--- src/rtl/mips_ctrl_pkg.sv ---
// Shared encodings for the multi-cycle MIPS controller: opcodes, functs, states and select codes.
// Also used by ALU_CONTROL and the datapath so the select meanings stay in one place.
package mips_ctrl_pkg;

    localparam logic [5:0] OP_RTYPE = 6'b000000;
    localparam logic [5:0] OP_J     = 6'b000010;
    localparam logic [5:0] OP_JAL   = 6'b000011;
    localparam logic [5:0] OP_BEQ   = 6'b000100;
    localparam logic [5:0] OP_BNE   = 6'b000101;
    localparam logic [5:0] OP_ADDI  = 6'b001000;
    localparam logic [5:0] OP_SLTI  = 6'b001010;
    localparam logic [5:0] OP_ANDI  = 6'b001100;
    localparam logic [5:0] OP_ORI   = 6'b001101;
    localparam logic [5:0] OP_LW    = 6'b100011;
    localparam logic [5:0] OP_SW    = 6'b101011;

    localparam logic [5:0] FN_ADD = 6'b100000;
    localparam logic [5:0] FN_SUB = 6'b100010;
    localparam logic [5:0] FN_AND = 6'b100100;
    localparam logic [5:0] FN_OR  = 6'b100101;
    localparam logic [5:0] FN_SLT = 6'b101010;
    localparam logic [5:0] FN_JR  = 6'b001000;

    localparam logic [3:0] ST_FETCH    = 4'd0;
    localparam logic [3:0] ST_DECODE   = 4'd1;
    localparam logic [3:0] ST_MEM_ADDR = 4'd2;
    localparam logic [3:0] ST_MEM_RD   = 4'd3;
    localparam logic [3:0] ST_MEM_WB   = 4'd4;
    localparam logic [3:0] ST_MEM_WR   = 4'd5;
    localparam logic [3:0] ST_R_EXEC   = 4'd6;
    localparam logic [3:0] ST_R_WB     = 4'd7;
    localparam logic [3:0] ST_I_EXEC   = 4'd8;
    localparam logic [3:0] ST_I_WB     = 4'd9;
    localparam logic [3:0] ST_BRANCH   = 4'd10;
    localparam logic [3:0] ST_JUMP     = 4'd11;
    localparam logic [3:0] ST_TRAP     = 4'd12;

    localparam logic [1:0] ALU_OP_ADD   = 2'b00;
    localparam logic [1:0] ALU_OP_SUB   = 2'b01;
    localparam logic [1:0] ALU_OP_FUNCT = 2'b10;
    localparam logic [1:0] ALU_OP_IMM   = 2'b11;

    localparam logic [1:0] SRC_B_RT       = 2'b00;
    localparam logic [1:0] SRC_B_FOUR     = 2'b01;
    localparam logic [1:0] SRC_B_SEXT     = 2'b10;
    localparam logic [1:0] SRC_B_SEXT_SH2 = 2'b11;

    localparam logic [1:0] PC_SRC_ALU    = 2'b00;
    localparam logic [1:0] PC_SRC_ALUOUT = 2'b01;
    localparam logic [1:0] PC_SRC_JUMP   = 2'b10;
    localparam logic [1:0] PC_SRC_RS     = 2'b11;

    localparam logic [1:0] REG_DST_RT  = 2'b00;
    localparam logic [1:0] REG_DST_RD  = 2'b01;
    localparam logic [1:0] REG_DST_R31 = 2'b10;

    localparam logic [1:0] M2R_ALUOUT = 2'b00;
    localparam logic [1:0] M2R_MDR    = 2'b01;
    localparam logic [1:0] M2R_PC     = 2'b10;

    typedef enum logic [2:0] {
        ClsMem,
        ClsR,
        ClsBranch,
        ClsJump,
        ClsImm,
        ClsIllegal
    } instr_cls_e;

endpackage

--- src/rtl/mips_ctrl_decode.sv ---
// Combinational instruction classifier: opcode -> class/legal, funct -> R-type legality and jr.
module mips_ctrl_decode
    import mips_ctrl_pkg::*;
(
    input  logic [5:0] i_opcode,
    input  logic [5:0] i_funct,
    output logic [2:0] o_cls,
    output logic       o_legal,
    output logic       o_funct_ok,
    output logic       o_is_jr
);

    instr_cls_e w_cls;

    always_comb begin
        w_cls   = ClsIllegal;
        o_legal = 1'b1;
        case (i_opcode)
            OP_LW, OP_SW:                      w_cls = ClsMem;
            OP_RTYPE:                          w_cls = ClsR;
            OP_BEQ, OP_BNE:                    w_cls = ClsBranch;
            OP_J, OP_JAL:                      w_cls = ClsJump;
            OP_ADDI, OP_SLTI, OP_ANDI, OP_ORI: w_cls = ClsImm;
            default: begin
                w_cls   = ClsIllegal;
                o_legal = 1'b0;
            end
        endcase
    end

    always_comb begin
        o_funct_ok = 1'b0;
        case (i_funct)
            FN_ADD, FN_SUB, FN_AND, FN_OR, FN_SLT, FN_JR: o_funct_ok = 1'b1;
            default:                                      o_funct_ok = 1'b0;
        endcase
    end

    assign o_is_jr = (i_funct == FN_JR);
    assign o_cls   = w_cls;

endmodule

--- src/rtl/mips_multicycle_ctrl.sv ---
// Multi-cycle MIPS sequencer: state register, next-state logic and per-state select/strobe decode.
// Strobes that depend on mem_ready/alu_zero/funct are combinational so they act in the same cycle.
module mips_multicycle_ctrl
    import mips_ctrl_pkg::*;
#(
    parameter int unsigned STATE_W = 4
) (
    input  logic               clk,
    input  logic               nrst,
    input  logic [5:0]         opcode,
    input  logic [5:0]         funct,
    input  logic               alu_zero,
    input  logic               mem_ready,
    output logic               pc_write,
    output logic               ir_write,
    output logic               i_or_d,
    output logic               mem_read,
    output logic               mem_write,
    output logic               reg_write,
    output logic [1:0]         reg_dst,
    output logic [1:0]         mem_to_reg,
    output logic               alu_src_a,
    output logic [1:0]         alu_src_b,
    output logic [1:0]         alu_op,
    output logic [1:0]         pc_source,
    output logic               illegal,
    output logic [STATE_W-1:0] state_out
);

    logic [3:0] r_state;
    logic [3:0] w_nxt;
    logic [2:0] w_cls_raw;
    instr_cls_e w_cls;
    logic       w_legal;
    logic       w_funct_ok;
    logic       w_is_jr;

    logic       w_pc_write, w_ir_write, w_i_or_d, w_mem_read, w_mem_write, w_reg_write;
    logic       w_alu_src_a;
    logic [1:0] w_reg_dst, w_mem_to_reg, w_alu_src_b, w_alu_op, w_pc_source;

    mips_ctrl_decode u_decode (
        .i_opcode   (opcode),
        .i_funct    (funct),
        .o_cls      (w_cls_raw),
        .o_legal    (w_legal),
        .o_funct_ok (w_funct_ok),
        .o_is_jr    (w_is_jr)
    );

    assign w_cls = instr_cls_e'(w_cls_raw);

    always_ff @(posedge clk or negedge nrst) begin
        if (!nrst) begin
            r_state <= ST_FETCH;
        end else begin
            r_state <= w_nxt;
        end
    end

    always_comb begin
        w_nxt        = r_state;
        w_pc_write   = 1'b0;
        w_ir_write   = 1'b0;
        w_i_or_d     = 1'b0;
        w_mem_read   = 1'b0;
        w_mem_write  = 1'b0;
        w_reg_write  = 1'b0;
        w_reg_dst    = REG_DST_RT;
        w_mem_to_reg = M2R_ALUOUT;
        w_alu_src_a  = 1'b0;
        w_alu_src_b  = SRC_B_RT;
        w_alu_op     = ALU_OP_ADD;
        w_pc_source  = PC_SRC_ALU;
        case (r_state)
            ST_FETCH: begin
                w_mem_read  = 1'b1;
                w_alu_src_b = SRC_B_FOUR;
                if (mem_ready) begin
                    w_ir_write = 1'b1;
                    w_pc_write = 1'b1;
                    w_nxt      = ST_DECODE;
                end
            end
            ST_DECODE: begin
                w_alu_src_b = SRC_B_SEXT_SH2;
                if (!w_legal) begin
                    w_nxt = ST_TRAP;
                end else begin
                    case (w_cls)
                        ClsMem:    w_nxt = ST_MEM_ADDR;
                        ClsR:      w_nxt = ST_R_EXEC;
                        ClsBranch: w_nxt = ST_BRANCH;
                        ClsJump:   w_nxt = ST_JUMP;
                        ClsImm:    w_nxt = ST_I_EXEC;
                        default:   w_nxt = ST_TRAP;
                    endcase
                end
            end
            ST_MEM_ADDR: begin
                w_alu_src_a = 1'b1;
                w_alu_src_b = SRC_B_SEXT;
                w_nxt       = (opcode == OP_SW) ? ST_MEM_WR : ST_MEM_RD;
            end
            ST_MEM_RD: begin
                w_mem_read = 1'b1;
                w_i_or_d   = 1'b1;
                if (mem_ready) w_nxt = ST_MEM_WB;
            end
            ST_MEM_WB: begin
                w_reg_write  = 1'b1;
                w_mem_to_reg = M2R_MDR;
                w_nxt        = ST_FETCH;
            end
            ST_MEM_WR: begin
                w_mem_write = 1'b1;
                w_i_or_d    = 1'b1;
                if (mem_ready) w_nxt = ST_FETCH;
            end
            ST_R_EXEC: begin
                w_alu_src_a = 1'b1;
                w_alu_op    = ALU_OP_FUNCT;
                if (w_is_jr) begin
                    w_pc_source = PC_SRC_RS;
                    w_pc_write  = 1'b1;
                    w_nxt       = ST_FETCH;
                end else begin
                    w_nxt = w_funct_ok ? ST_R_WB : ST_TRAP;
                end
            end
            ST_R_WB: begin
                w_reg_write = 1'b1;
                w_reg_dst   = REG_DST_RD;
                w_nxt       = ST_FETCH;
            end
            ST_I_EXEC: begin
                w_alu_src_a = 1'b1;
                w_alu_src_b = SRC_B_SEXT;
                w_alu_op    = ALU_OP_IMM;
                w_nxt       = ST_I_WB;
            end
            ST_I_WB: begin
                w_reg_write = 1'b1;
                w_nxt       = ST_FETCH;
            end
            ST_BRANCH: begin
                w_alu_src_a = 1'b1;
                w_alu_op    = ALU_OP_SUB;
                w_pc_source = PC_SRC_ALUOUT;
                w_pc_write  = (opcode == OP_BNE) ? !alu_zero : alu_zero;
                w_nxt       = ST_FETCH;
            end
            ST_JUMP: begin
                w_pc_source = PC_SRC_JUMP;
                w_pc_write  = 1'b1;
                // PC already holds the return address from FETCH, so link writes it directly.
                if (opcode == OP_JAL) begin
                    w_reg_write  = 1'b1;
                    w_reg_dst    = REG_DST_R31;
                    w_mem_to_reg = M2R_PC;
                end
                w_nxt = ST_FETCH;
            end
            ST_TRAP: w_nxt = ST_TRAP;
            default: w_nxt = ST_FETCH;
        endcase
    end

    // Gate with nrst so nothing strobes in the cycle reset asserts, even though FETCH is state 0.
    assign pc_write   = nrst & w_pc_write;
    assign ir_write   = nrst & w_ir_write;
    assign i_or_d     = nrst & w_i_or_d;
    assign mem_read   = nrst & w_mem_read;
    assign mem_write  = nrst & w_mem_write;
    assign reg_write  = nrst & w_reg_write;
    assign alu_src_a  = nrst & w_alu_src_a;
    assign reg_dst    = nrst ? w_reg_dst    : 2'b00;
    assign mem_to_reg = nrst ? w_mem_to_reg : 2'b00;
    assign alu_src_b  = nrst ? w_alu_src_b  : 2'b00;
    assign alu_op     = nrst ? w_alu_op     : 2'b00;
    assign pc_source  = nrst ? w_pc_source  : 2'b00;
    assign illegal    = nrst & (r_state == ST_TRAP);
    assign state_out  = nrst ? STATE_W'(r_state) : '0;

endmodule

--- config.mk ---
export PLATFORM = sky130hd
export DESIGN_NAME = mips_multicycle_ctrl
export DESIGN_NICKNAME = d
export VERILOG_FILES = /design/src/rtl/mips_ctrl_pkg.sv /design/src/rtl/mips_ctrl_decode.sv /design/src/rtl/mips_multicycle_ctrl.sv
export SDC_FILE = /design/constraint.sdc
export NUM_CORES = 1
export LEC_CHECK = 0
export CAP_MARGIN = 20
export CORE_ASPECT_RATIO = 1.4
export CORE_MARGIN = 2
export CORE_UTILIZATION = 25
export DETAILED_ROUTE_END_ITERATION = 6
export GPL_TIMING_DRIVEN = 0
export PLACE_DENSITY = 0.64
export SLEW_MARGIN = 15
export SYNTH_ARGS = -nofsm -noshare
export SYNTH_HDL_FRONTEND = slang
export SYNTH_SLANG_ARGS = --single-unit
--- constraint.sdc ---
create_clock -name clk -period 2.83 [get_ports clk]
set_input_delay 0.283 -clock clk [delete_from_list [all_inputs] [get_ports clk]]
set_output_delay 0.283 -clock clk [all_outputs]
set_load 0.005 [all_outputs]
==> metrics list <==
* Maximum number of pins on one net before global-route repair: 11
- Length in cells of the worst reg-to-reg path: 6
- The number of antenna violations at the first check in global routing was 0.
- From bottom edge to top edge, the die measures 75.18 um.
- Startpoint types: primary input
* Max-slew violation count: 0
- The count of buffers added on input and output ports is 37.
- After the last flow step, the layout net total stands at 188.
- Relative to the synthesized area, the layout overhead comes to 51.18%.
- The die is 54.84 um wide.
- Half-perimeter wire length after detailed placement: 2481 um
- Setup TNS: 0 ns
* Number of flip-flops under the largest register name: 4
- DR DRC count: 0
- Count of state elements after synthesis: 4
- CP Data Arrival Time: 2.32 ns
- The run finished with clean final reports.
* Antenna Diode Count: 0
- Counting the buffers created by CTS gives 3.
- Count of synthesis-stage warnings from yosys: 0
- Power spread over the standard cell area amounts to 598.1 nW/um^2.
- Clk_lat worst skew: 0.21 ns
* Total via count after detailed routing: 1133
- Clock-pin slew was measured on the worst setup and hold paths at 0.03 ns.
- Counting along the longest clock path gives a buffer depth of 2.
- Number of antenna-violating nets in the routed design: 0
* Final critical delay including setup and external delays: 2.607 ns
* Routed length per placed instance: 14.61 um
* Syn Area/Cell: 6.959 sq um
- The analysis attributes to cell leakage a power of 0.5122 nW.
- Met1 layer usage reported by global route: 19.52%
- Startpoint of the worst-slack reg-to-reg timing path: r_state[1]$_DFFE_PN0P_
- Synth Cell Area: 904.6 sq um
- Register bank with the most flops: r_state
- Routability congestion estimate: 0.8875
* Maximum resistive drop on vdd: 228.6 uV
- At the worst endpoint, the required time is 2.55 ns.
* Critical path endpoint category: output port
* Die Outline Area: 4123 sq um
- After detailed routing, the number of vias per cell comes to 5.395.
- The most used flip-flop cell after synthesis is sky130_fd_sc_hd__dfrtp_1.
* Core area: 3410 sq um
- Maximum fanout along the worst path: 7
* Unrepaired setup endpoints after global routing: no
- After synthesis, the largest area contributor takes up 11.07% of total cell area.
- Synthesized instance count: 130
- The via count of the first global-routing pass is 1132.
- The number of placed instances, taps included, is 207.
- In the global route stage, met3 resource usage came out at 1.786%.
* Site Rows: 25
- Of the available clock period, the critical path in the final layout requires 92.13%.
* Starting density of the core: 26.53%
- For this run the aggregate overflow at the end of global routing stands at 0.
- Actual transition at the worst max-transition pin: 0.4613 ns
- CTS Sinks: 4
- The worst hold path belongs to the class in2async.
- Post-Route WL: 3068 um
* Count of different cell masters after synthesis: 52
- The hold violation count in the final report came to 0.
- Share of async-settable or async-resettable flops after synthesis: 100.0%
- The finished layout holds 210 standard cells, fillers aside.
- The largest registers in the layout are r_state: 4 flops.
* Dominant cell by count in the synthesized netlist: sky130_fd_sc_hd__nand2_1
* # IOs: 38
- After clock tree synthesis, the setup repair step added 0 buffers.
- Wire length of the first global-routing pass: 5230 um
* Worst Skew: 0.0007904 ns
* Total routing resource utilization after global routing: 17.17%
- Post-synth EDFFs: 0
- Setup violations remaining at the end of the flow were counted as 0.
* Total nets after synthesis: 146
- Clock tree from TritonCTS: yes
- Share of cells above drive strength 1: 10.00%
- Area contributors post-synth: sky130_fd_sc_hd__dfrtp_1 11%, sky130_fd_sc_hd__nand2_1 6.2%, sky130_fd_sc_hd__nand2b_1 6.2%, sky130_fd_sc_hd__nor4b_4 5.3%, sky130_fd_sc_hd__nor2_1 4.6%
* Gr busiest metal: met2
- Number of DRC markers in iteration 0: 33
* Met2 Usage GRT: 31.61%
- Launch point of the critical path: opcode[1]
* Drt first pass iters: 4
- Based on the critical path, the design can be clocked at up to 383.5 MHz.
- Part of the Yosys area used for sequential elements: 11.07%
- CTS root buffer: sky130_fd_sc_hd__clkbuf_8
- Maximum level of the CTS H-tree: 1
* Post-synthesis cell type with the largest combined area: sky130_fd_sc_hd__dfrtp_1
- Sorting the synthesized cells by how often they occur yields 15 x sky130_fd_sc_hd__nand2_1, 11 x sky130_fd_sc_hd__nor2_1, 9 x sky130_fd_sc_hd__nand2b_1.
* Worst setup path class: in2out
- Worst-case headroom to the max-slew limit: 69.25%
* Reported max-cap violation count: 0
## layout make-up
type	count	area, sq um
fill	372	2042
multi-input combinational	111	737.0
timing repair buffer	37	370.4
sequential	4	100.1
buffer	10	50.05
tap	40	50.05
clock buffer	3	41.29
inverter	5	18.77
## cells in the final DEF (no fill, tap or decap), types with 2 or more instances in the layout
cell type and n:
sky130_fd_sc_hd__clkdlybuf4s50_1 37, sky130_fd_sc_hd__nand2_1 15, sky130_fd_sc_hd__nor2_1 11, sky130_fd_sc_hd__nand2b_1 9
sky130_fd_sc_hd__buf_2 6, sky130_fd_sc_hd__nor2b_1 6, sky130_fd_sc_hd__inv_1 5, sky130_fd_sc_hd__nor3b_1 5
sky130_fd_sc_hd__nor3_1 5, sky130_fd_sc_hd__a21oi_1 5, sky130_fd_sc_hd__dfrtp_1 4, sky130_fd_sc_hd__and2_1 3
sky130_fd_sc_hd__o21ai_0 3, sky130_fd_sc_hd__o21ai_1 3, sky130_fd_sc_hd__nand4b_1 3, sky130_fd_sc_hd__clkbuf_8 3
sky130_fd_sc_hd__nor4b_4 2, sky130_fd_sc_hd__and2b_1 2, sky130_fd_sc_hd__and3_1 2, sky130_fd_sc_hd__clkbuf_1 2
sky130_fd_sc_hd__or3_1 2, sky130_fd_sc_hd__o21bai_1 2, sky130_fd_sc_hd__a31oi_1 2, sky130_fd_sc_hd__o21a_1 2
## kinds of logic (layout without fill, tap and decap cells)
group	Yosys count	in the layout	share of synthesized area, %
mux	1	1	1.107
xor+xnor	1	1	0.9684
compound gates	35	35	28.35
buf+inv	15	55	7.469
flops	4	4	11.07
simple gates	74	74	51.04
## worst max-delay path: stages
cell and delay [ns]:
sky130_fd_sc_hd__clkdlybuf4s50_1 0.56, sky130_fd_sc_hd__nor4b_4 0.38, sky130_fd_sc_hd__and4_1 0.22, sky130_fd_sc_hd__o311ai_1 0.11
sky130_fd_sc_hd__a221oi_2 0.22, sky130_fd_sc_hd__clkdlybuf4s50_1 0.54
## what timing repair did
| item | CTS | global route |
|---|---|---|
| resized for setup | 0 | 2 |
| hold buffers | 0 | 0 |
| setup endpoints to repair | 0 | 3 |
| hold endpoints to repair | 0 | 0 |
## routing by layer
metal,vias to the layer above,wire (um)
li1,555,-
met1,547,1226
met2,29,1710
met3,2,99
met4,0,31
met5,-,0
## report_power, final
group / switching (W) / internal [W]
Sequential: 0.0000273 / 0.0000776
Clock: 0.0000271 / 0.0000904
Combinational: 0.000318 / 0.000278
## final timing paths
path	to	slack [ns]
max	pc_write	0.22
min	r_state[3]$_DFFE_PN0P_	0.28
max reg2reg	r_state[0]$_DFFE_PN0P_	1.31
min reg2reg	r_state[1]$_DFFE_PN0P_	0.76
max in group asynchronous	r_state[1]$_DFFE_PN0P_	2.38
min in group clk	r_state[1]$_DFFE_PN0P_	0.76
## per-stage QoR
stage / utilization (%) / hold WS [ns] / worst slack (ns) / instance area (sq um) / total power (W)
after floorplan: - / -0.01259 / 1.299 / 904.6 / 0.0004606
after global routing: 40.11 / 0.2994 / 0.02279 / 1368 / 0.0008965
after CTS: 40.07 / 0.2767 / 0.01948 / 1366 / 0.0008219
final: 40.11 / 0.2757 / 0.2228 / 1368 / 0.0008179
after global placement: 38.86 / 0.4993 / 0.07213 / 1325 / 0.0006966
after detailed placement: 38.86 / 0.5041 / 0.02921 / 1325 / 0.0006990
Note: power is estimated with default switching activity, not from simulation.
